File: src/rtl/echo_ranger_pkg.sv
// Shared types and constants for the echo_ranger ultrasonic ranging controller.
// Holds the FSM state encoding and the width of the trigger/timeout timer.
package echo_ranger_pkg;

  localparam int RANGER_TMR_W = 32;

  typedef enum logic [2:0] {
    IDLE,
    TRIG,
    WAIT_RISE,
    MEASURE,
    DONE
  } ranger_state_t;

endpackage

File: src/rtl/echo_ranger_sync.sv
// Two-flop synchronizer (module echo_sync) bringing the asynchronous ECHO line into
// the CLKOUT domain; instantiated by echo_ranger only when ECHO_RANGER_SYNC_EN is defined.
module echo_sync (
  input  logic i_clk,
  input  logic i_reset,
  input  logic i_d,
  output logic o_q
);

  logic r_meta;
  logic r_sync;

  always_ff @(posedge i_clk) begin
    if (i_reset) begin
      r_meta <= 1'b0;
      r_sync <= 1'b0;
    end else begin
      r_meta <= i_d;
      r_sync <= r_meta;
    end
  end

  assign o_q = r_sync;

endmodule

File: src/rtl/echo_ranger.sv
// Ultrasonic ranging controller: fires a TRIG_CYC-cycle trigger, then times the ECHO pulse.
// Build option ECHO_RANGER_SYNC_EN adds a two-flop synchronizer on ECHO (+2 cycles echo latency).
module echo_ranger
  import echo_ranger_pkg::*;
#(
  parameter int          CNT_W    = 16,
  parameter int unsigned TRIG_CYC = 10,
  parameter int unsigned TIMEOUT  = 50000
) (
  input  logic             CLKOUT,
  input  logic             reset,
  input  logic             start,
  input  logic             ECHO,
  output logic             pulse,
  output logic             busy,
  output logic [CNT_W-1:0] count,
  output logic             valid,
  output logic             timeout,
  output logic             sat,
  output ranger_state_t    o_dbg_state
);

  localparam logic [RANGER_TMR_W-1:0] TRIG_LAST = RANGER_TMR_W'(TRIG_CYC - 1);
  localparam logic [RANGER_TMR_W-1:0] TMO_LAST  = RANGER_TMR_W'(TIMEOUT);
  localparam logic [CNT_W-1:0]        CNT_MAX   = '1;
  localparam logic [CNT_W-1:0]        CNT_PRE   = CNT_MAX - CNT_W'(1);

  logic w_e;

`ifdef ECHO_RANGER_SYNC_EN
  echo_sync u_echo_sync (
    .i_clk   (CLKOUT),
    .i_reset (reset),
    .i_d     (ECHO),
    .o_q     (w_e)
  );
`else
  assign w_e = ECHO;
`endif

  ranger_state_t             r_state;
  ranger_state_t             w_state_nxt;
  logic [RANGER_TMR_W-1:0]   r_tmr;
  logic [RANGER_TMR_W-1:0]   w_tmr_nxt;
  logic [CNT_W-1:0]          r_count;
  logic [CNT_W-1:0]          w_count_nxt;
  logic                      r_timeout;
  logic                      w_timeout_nxt;
  logic                      r_sat;
  logic                      w_sat_nxt;

  always_ff @(posedge CLKOUT) begin
    if (reset) begin
      r_state   <= IDLE;
      r_tmr     <= '0;
      r_count   <= '0;
      r_timeout <= 1'b0;
      r_sat     <= 1'b0;
    end else begin
      r_state   <= w_state_nxt;
      r_tmr     <= w_tmr_nxt;
      r_count   <= w_count_nxt;
      r_timeout <= w_timeout_nxt;
      r_sat     <= w_sat_nxt;
    end
  end

  always_comb begin
    w_state_nxt   = r_state;
    w_tmr_nxt     = r_tmr;
    w_count_nxt   = r_count;
    w_timeout_nxt = r_timeout;
    w_sat_nxt     = r_sat;
    case (r_state)
      IDLE: begin
        if (start) begin
          w_state_nxt   = TRIG;
          w_tmr_nxt     = '0;
          w_count_nxt   = '0;
          w_timeout_nxt = 1'b0;
          w_sat_nxt     = 1'b0;
        end
      end
      TRIG: begin
        if (r_tmr == TRIG_LAST) begin
          w_state_nxt = WAIT_RISE;
          w_tmr_nxt   = '0;
        end else begin
          w_tmr_nxt = r_tmr + RANGER_TMR_W'(1);
        end
      end
      WAIT_RISE: begin
        // Timer runs 0..TIMEOUT, so a timeout strobes valid TIMEOUT+1 cycles after entry.
        if (w_e) begin
          w_state_nxt = MEASURE;
          w_count_nxt = CNT_W'(1);
        end else if (r_tmr == TMO_LAST) begin
          w_state_nxt   = DONE;
          w_timeout_nxt = 1'b1;
        end else begin
          w_tmr_nxt = r_tmr + RANGER_TMR_W'(1);
        end
      end
      MEASURE: begin
        if (!w_e) begin
          w_state_nxt = DONE;
        end else if (r_count == CNT_PRE) begin
          w_count_nxt = CNT_MAX;
          w_sat_nxt   = 1'b1;
          w_state_nxt = DONE;
        end else begin
          w_count_nxt = r_count + CNT_W'(1);
        end
      end
      DONE: begin
        w_state_nxt = IDLE;
      end
      default: begin
        w_state_nxt = IDLE;
      end
    endcase
  end

  assign pulse       = (r_state == TRIG);
  assign busy        = (r_state != IDLE);
  assign valid       = (r_state == DONE);
  assign count       = r_count;
  assign timeout     = r_timeout;
  assign sat         = r_sat;
  assign o_dbg_state = r_state;

endmodule

File: config.mk
export PLATFORM = sky130hd
export DESIGN_NAME = echo_ranger
export DESIGN_NICKNAME = d
export VERILOG_FILES = /design/src/rtl/echo_ranger_pkg.sv /design/src/rtl/echo_ranger_sync.sv /design/src/rtl/echo_ranger.sv
export SDC_FILE = /design/constraint.sdc
export NUM_CORES = 1
export LEC_CHECK = 0
export ABC_AREA = 1
export CAP_MARGIN = 20
export CORE_MARGIN = 2
export CORE_UTILIZATION = 64
export DETAILED_ROUTE_END_ITERATION = 8
export PLACE_DENSITY_LB_ADDON = 0.08
export SLEW_MARGIN = 30
export SYNTH_ARGS = -nofsm -noshare
export SYNTH_HDL_FRONTEND = slang
export SYNTH_SLANG_ARGS = --single-unit
File: constraint.sdc
create_clock -name CLKOUT -period 5 [get_ports CLKOUT]
set_input_delay 1 -clock CLKOUT [delete_from_list [all_inputs] [get_ports CLKOUT]]
set_output_delay 1 -clock CLKOUT [all_outputs]
set_load 0.02 [all_outputs]
==> metrics.log, run 1 <==
INFO  metric run_status = complete, no violations
INFO  metric synth.area.top_cells = dfxtp_1 (27%), nand2_1 (25%), nand3_1 (11%)
INFO  metric total_power = 1.32 mW
INFO  metric post-route-worst-setup-slack = 2010 ps
INFO  metric grt_pass1_vias = 3972
INFO  metric design.final.nets = 713
INFO  metric setup.worst_path.start_class = register
INFO  metric globalRouteOverflowTotal = 0
INFO  metric cp_data_arrival_time = 1990 ps
INFO  metric wl = 10500 um
INFO  metric regToRegStartpoint = o_dbg_state[1]
INFO  metric dp.cells = 772
INFO  metric drc = 0
INFO  metric antennaDiodeCount = 0
INFO  metric grt_util_all_layers = 32.0%
INFO  metric dominant_combinational_cell_family_by_area_after_synthesis = simple AND/OR/NAND/NOR gates
INFO  metric post-route-util = 71.8%
INFO  metric crit_fanout = 25
INFO  metric routabilityCongestion = 0.988
INFO  metric detail-route-antenna-nets = 0
INFO  metric timing.critical_path.required = 4000 ps
INFO  metric row_count = 28
INFO  metric finalInstanceArea = 4250 sq um
INFO  metric vdd_ir_drop_max = 0.437 mV
INFO  metric synth_xor_area_share = 3.36%
INFO  metric cts_max_level = 2
INFO  metric slowest_stage = clkdlybuf4s50_1
INFO  metric hold_path_depth = 2
INFO  metric worst_pin_slew = 719 ps
INFO  metric synth_top_cell_area_share = 27.1%
INFO  metric via_per_inst = 5.59
INFO  metric fin_hold_ws = 469 ps
INFO  metric dieArea = 6750 sq um
INFO  metric hold_path.class = register to register
INFO  metric cts_setup_buffers = 0
INFO  metric final-hold-violation-count = 0
INFO  metric postPlaceCellArea = 4160 sq um
INFO  metric internal_power = 0.692 mW
INFO  metric ys_ff_latch = 53
INFO  metric power_frac_seq = 36.2%
INFO  metric worst_setup_hold_path_clk_slew = 100 ps
INFO  metric later_pin_clock_latency_in_the_skew_report = 310 ps
INFO  metric cts_root_buffer = clkbuf_8
INFO  metric synth.largest_area_cell = dfxtp_1
INFO  metric floorplan.io_pins = 28
INFO  metric fmax = 0.334 GHz
INFO  metric number_of_design_rule_violations_left_by_the_first_detailed_router_iteration = 388
INFO  metric min_to = timeout
INFO  metric buffer_ports.inserted = 27
INFO  metric fin_crit = 2990 ps
INFO  metric syn_nets = 701
INFO  metric pwr-share-clk = 19.0%
INFO  metric cts_hold_repair.buffers = 0
INFO  metric timing.final.crit_share = 59.9%
INFO  metric timing.critical_path.cells = inv_1 -> nand2_1 -> nor2_2 -> buf_4 -> clkdlybuf4s50_1
INFO  metric regToRegEndpoint = r_tmr[1]
INFO  metric post_route_cells_drive_above_1_share = 3.97%
INFO  metric yosys.cell_types.count = 33
INFO  metric clock_tree.buffer_depth = 2
INFO  metric postCtsResizedCells = 0
INFO  metric numClockSinks = 53
INFO  metric die_y = 82.2 um
INFO  metric power.share.combinational = 44.8%
INFO  metric dp_slack = 2110 ps
INFO  metric synth_area = 3910 sq um
INFO  metric setup.reg_to_reg.worst_slack = 2410 ps
INFO  metric timing.critical_path.slowest_cell_delay = 670 ps
INFO  metric design.core.area = 5920 sq um
INFO  metric number_of_failing_setup_endpoints_in_the_final_timing_report = 0
INFO  metric grt_start_max_net_pins = 54
INFO  metric slew_headroom = 52.0%
INFO  metric antenna_found_initial = 0
INFO  metric max-cap-violations = 0
INFO  metric clock_buffers_created_by_tritoncts = 5
INFO  metric share_of_the_synthesized_area_in_compound_gates_ao_oa_aoi_oai = 10.5%
INFO  metric areaGrowthSynthToFinish = 8.63%
INFO  metric critPathCaptureType = primary output
INFO  metric tritoncts = built
INFO  metric maxSlewViolCount = 0
INFO  metric p_switching = 0.633 mW
INFO  metric power.density = 312 nW/um^2
INFO  metric rsz0062_at_grt = false
INFO  metric grt_pass1_wl = 17100 um
INFO  metric syn_area_per_cell = 5.65 sq um
INFO  metric worst-r2r-cell-count = 9
INFO  metric post_synth_fa_ha_maj_area_fraction = 1.60%
INFO  metric power_leakage = 1.64 nW
INFO  metric routed-via-count = 4358
INFO  metric synth-simple-area-share = 48.2%
INFO  metric wl_per_cell = 13.4 um
INFO  metric worstSetupPathType = register to primary output
INFO  metric synth_mux_area_share = 0%
INFO  metric sw_frac_of_total = 47.8%
INFO  metric fin_setup_tns = 0 ps
INFO  metric initial_utilization = 66.1%
INFO  metric dpl.hpwl = 7430 um
INFO  metric synth.yosys.warnings = 0
INFO  metric worst_clock_skew = 9.06 ps
INFO  metric detail_route.first_pass.iterations = 5
INFO  metric layoutNonFillerInstCount = 780
INFO  metric min-delay-start = timeout
INFO  metric synth_sequential_area_ratio = 27.1%
INFO  metric fp.dieW = 82.2 um
INFO  metric synthesis.instances = 692
==> logic make-up after synthesis <==
| family | after synthesis |
|---|---|
| compound gates | 78 |
| xor+xnor | 15 |
| fa+ha+maj | 5 |
| buf+inv | 87 |
| flops | 53 |
| simple gates | 454 |
==> critical path: cells and delay by family (launching register included) <==
family	cells	cell delay, ps
and+or+nand+nor	2	210
buffers and inverters	3	1080
DFF	1	390
==> placed cells by master (no fill, tap or decap) <==
cell | netlist | final
nor3_1 | 5 | 5
inv_1 | 56 | 56
nand3b_1 | 2 | 2
o21ai_2 | 1 | 1
inv_2 | 6 | 6
dfxtp_1 | 53 | 53
nand3_1 | 89 | 89
or2_2 | 1 | 1
nor2_1 | 79 | 79
a22oi_1 | 2 | 2
ha_1 | 5 | 5
and2_1 | 1 | 1
clkinvlp_4 | 0 | 2
nor2_4 | 1 | 1
o21ai_0 | 16 | 16
xor2_1 | 10 | 10
a21boi_0 | 1 | 1
nand2_1 | 259 | 259
nand4_1 | 6 | 6
clkdlybuf4s50_1 | 0 | 26
xnor2_1 | 5 | 5
clkbuf_8 | 0 | 5
clkbuf_1 | 7 | 1
nand2_2 | 3 | 3
nor2_2 | 6 | 6
or2_1 | 1 | 1
clkinv_1 | 1 | 1
buf_4 | 4 | 3
a21oi_1 | 54 | 54
o21bai_1 | 3 | 3
a31oi_1 | 1 | 1
nor2b_1 | 1 | 1
==> cells in the mapped netlist (all sizes together) <==
master,count
a21boi,1
a21oi,54
a22oi,2
a31oi,1
and2,1
buf,16
clkbuf,8
clkinv,1
dfxtp,53
ha,5
inv,62
nand2,262
nand3,89
nand3b,2
nand4,6
nor2,86
nor2b,1
nor3,5
o21ai,17
o21bai,3
or2,2
xnor2,5
xor2,10
==> registers in the layout, indices dropped and copies added (netlist names) <==
signal,count
count,16
o_dbg_state,3
r_tmr,32
sat,1
timeout,1
==> per-layer routing <==
layer	vias to the layer above	routed length, um	global-route usage, %
li1	2228	-	-
met1	1953	4610	39.8
met2	156	4990	55.2
met3	21	607	4.46
met4	0	262	13.2
met5	-	0	0
==> layout make-up <==
type,instances,area [sq um]
fillers,562,1670
inverters,63,236
clock inverters,2,15.0
well taps,75,93.8
flip-flops and latches,53,1060
clock buffers,6,72.6
multi-input cells,552,2490
repair buffers,29,283
==> power groups by stage <==
| stage | Clock, mW | Sequential (mW) | Combinational [mW] |
|---|---|---|---|
| 4_1_cts | 0.254 | 0.480 | 0.584 |
| 3_3_place_gp | 0 | 0.489 | 0.569 |
| 5_1_grt | 0.266 | 0.484 | 0.640 |
| 6_report | 0.252 | 0.480 | 0.593 |
| 2_1_floorplan | 0 | 0.497 | 0.443 |
| 3_5_place_dp | 0 | 0.490 | 0.580 |
==> worst max path at each step <==
stage / start / end / slack, ps / depth (start not counted)
6_report: o_dbg_state[1] / pulse / 2010 / 5
5_1_grt: o_dbg_state[0] / pulse / 1920 / 4
4_1_cts: o_dbg_state[1] / pulse / 2020 / 5
3_5_place_dp: ECHO / r_tmr[1] / 2110 / 8
3_3_place_gp: ECHO / r_tmr[1] / 2160 / 8
2_1_floorplan: o_dbg_state[0] / pulse / 2870 / 3
(Power assumes the default switching activity.)
==> run 2: changes to the inputs <==
--- a/config.mk
+++ b/config.mk
@@ -8,7 +8,7 @@
 export ABC_AREA = 1
 export CAP_MARGIN = 20
 export CORE_MARGIN = 2
-export CORE_UTILIZATION = 64
+export CORE_UTILIZATION = 54
 export DETAILED_ROUTE_END_ITERATION = 8
 export PLACE_DENSITY_LB_ADDON = 0.08
 export SLEW_MARGIN = 30
==> constraint.sdc (replaced) <==
create_clock -name CLKOUT -period 2.5 [get_ports CLKOUT]
set_input_delay 0.5 -clock CLKOUT [delete_from_list [all_inputs] [get_ports CLKOUT]]
set_output_delay 0.5 -clock CLKOUT [all_outputs]
set_load 0.02 [all_outputs]
==> metrics.log, run 2 (same netlist as run 1, synthesis figures left out) <==
INFO  metric largest_reg_flops = 32
INFO  metric design.core.area = 7140 sq um
INFO  metric grt_start_max_net_pins = 33
INFO  metric drc = 0
INFO  metric grt_pass1_vias = 4066
INFO  metric layout.cells.most_common = nand2_1
INFO  metric cp_data_arrival_time = 2570 ps
INFO  metric floorplan.io_pins = 28
INFO  metric maxSlewViolCount = 0
INFO  metric timing.critical_path.to = r_tmr[2]
INFO  metric row_count = 31
INFO  metric worstSetupPathType = register to register
INFO  metric grt_util_all_layers = 28.9%
INFO  metric die_y = 89.1 um
INFO  metric cts_root_buffer = clkbuf_8
INFO  metric timing.critical_path.slowest_cell_delay = 380 ps
INFO  metric fp.dieW = 89.1 um
INFO  metric clock_buffers_created_by_tritoncts = 5
INFO  metric clock_tree.buffer_depth = 2
INFO  metric critPathCaptureType = register
INFO  metric number_of_failing_setup_endpoints_in_the_final_timing_report = 0
INFO  metric max-cap-violations = 0
INFO  metric regToRegStartpoint = r_tmr[17]
INFO  metric via_per_inst = 5.42
INFO  metric final-hold-violation-count = 0
INFO  metric postCtsResizedCells = 0
INFO  metric antennaDiodeCount = 0
INFO  metric grt_pass1_wl = 18300 um
INFO  metric slowest_stage = dfxtp_1
INFO  metric worst_clock_skew = 15.1 ps
INFO  metric mostFrequentLayoutCells = nand2_1 (259), nand3_1 (89), nor2_1 (79), inv_1 (56), a21oi_1 (54)
INFO  metric largest-register = r_tmr
INFO  metric cts_max_level = 2
INFO  metric detail_route.first_pass.iterations = 6
INFO  metric regToRegEndpoint = r_tmr[2]
INFO  metric worst-r2r-cell-count = 12
INFO  metric globalRouteOverflowTotal = 0
INFO  metric run_status = complete, no violations
INFO  metric initial_utilization = 54.8%
INFO  metric routabilityCongestion = 0.919
INFO  metric buffer_ports.inserted = 27
INFO  metric setup.worst_path.start_class = register
INFO  metric fin_crit = 2330 ps
INFO  metric critPathMostFrequentCell = nand2_1
INFO  metric fmax = 0.430 GHz
INFO  metric post-route-util = 61.3%
INFO  metric timing.final.crit_share = 93.1%
INFO  metric crit_fanout = 17
INFO  metric antenna_found_initial = 0
INFO  metric timing.critical_path.required = 2740 ps
INFO  metric rsz0062_at_grt = false
INFO  metric later_pin_clock_latency_in_the_skew_report = 320 ps
INFO  metric numClockSinks = 53
INFO  metric vdd_ir_drop_max = 0.826 mV
INFO  metric tritoncts = built
INFO  metric routed-via-count = 4393
INFO  metric number_of_design_rule_violations_left_by_the_first_detailed_router_iteration = 376
INFO  metric timing.critical_path.cells = inv_1 -> nand2_1 -> nor2_1 -> nand2_1 -> nor2_1 -> nand2_1 -> nand2_2 -> nand2_2 -> nand2_2 -> buf_12 -> nand2_1 -> a21oi_1
INFO  metric critPathLaunch = r_tmr[17]
INFO  metric fin_setup_tns = 0 ps
INFO  metric worst_pin_slew = 647 ps
INFO  metric detail-route-antenna-nets = 0
INFO  metric slew_headroom = 56.8%
INFO  metric nFillCells = 739
INFO  metric design.final.nets = 720
INFO  metric wl = 11000 um
INFO  metric cts_hold_repair.buffers = 0
INFO  metric dpl.hpwl = 8020 um
INFO  metric post_route_cells_drive_above_1_share = 5.06%
INFO  metric dieArea = 7940 sq um
INFO  metric cts_setup_buffers = 0
INFO  metric power_leakage = 1.70 nW
INFO  metric worst_setup_hold_path_clk_slew = 100 ps
INFO  metric wl_per_cell = 13.6 um
INFO  metric areaGrowthSynthToFinish = 11.8%
INFO  metric hold_path.class = register to register
INFO  metric power.density = 659 nW/um^2
INFO  metric setup.reg_to_reg.worst_slack = 170 ps
## run 2: cell count changes in the layout (fill, tap and decap cells not counted)
| cell | change |
|---|---|
| buf_4 | +5 |
| clkbuf_8 | +1 |
| clkbuf_1 | -1 |
| clkinvlp_4 | -1 |
| buf_2 | +1 |
| bufinv_16 | +1 |
| buf_12 | +1 |
## run 2: metal layers
layer	global-route usage, %	vias up	share of wire (%)
met1	36.1	1978	43
met5	0	-	0
met4	8.96	0	1.8
met3	3.32	23	6.0
li1	-	2235	-
met2	51.7	157	49
## run 2: layout make-up
| type | instances | area, sq um | area share, % |
|---|---|---|---|
| clock buffers | 6 | 82.6 | 1.89 |
| repair buffers | 36 | 345 | 7.89 |
| inverters | 63 | 236 | 5.40 |
| well taps | 99 | 124 | 2.83 |
| flip-flops and latches | 53 | 1060 | 24.2 |
| multi-input cells | 552 | 2490 | 56.9 |
| clock inverters | 2 | 37.5 | 0.858 |
## run 2: worst min path at each step
stage	from	to	depth (start not counted)	slack, ps
after floorplan	r_tmr[31]	r_tmr[31]	2	460
after global placement	sat	sat	2	450
after detailed placement	timeout	timeout	2	460
after CTS	timeout	timeout	2	470
after global routing	sat	sat	2	490
final	timeout	timeout	2	460
## run 2: critical path, delay by kind of cell (launching register included)
kind / cells / cell delay [ps]
flops: 1 / 380
compound gates: 1 / 140
buf+inv: 2 / 290
simple gates: 9 / 1450
## run 2: report_power, final
group	leakage [nW]	switching (mW)	internal, mW
clock	0.0574	0.315	0.327
sequential	0.428	0.0532	0.888
combinational	1.22	0.925	0.375
total	1.70	1.29	1.59
## run 2: metrics by stage
step                      std cells  setup slack, ps  instance area [sq um]  hold WS (ps)  total power, mW
final                           811              172                   4380           464             2.88
after global routing            811             35.6                   4380           490             3.04
after CTS                       811              196                   4380           468             2.89
after detailed placement        803              225                   4260           456             2.25
after global placement          803              269                   4260           452             2.25
after floorplan                 692              779                   3910           457             1.88
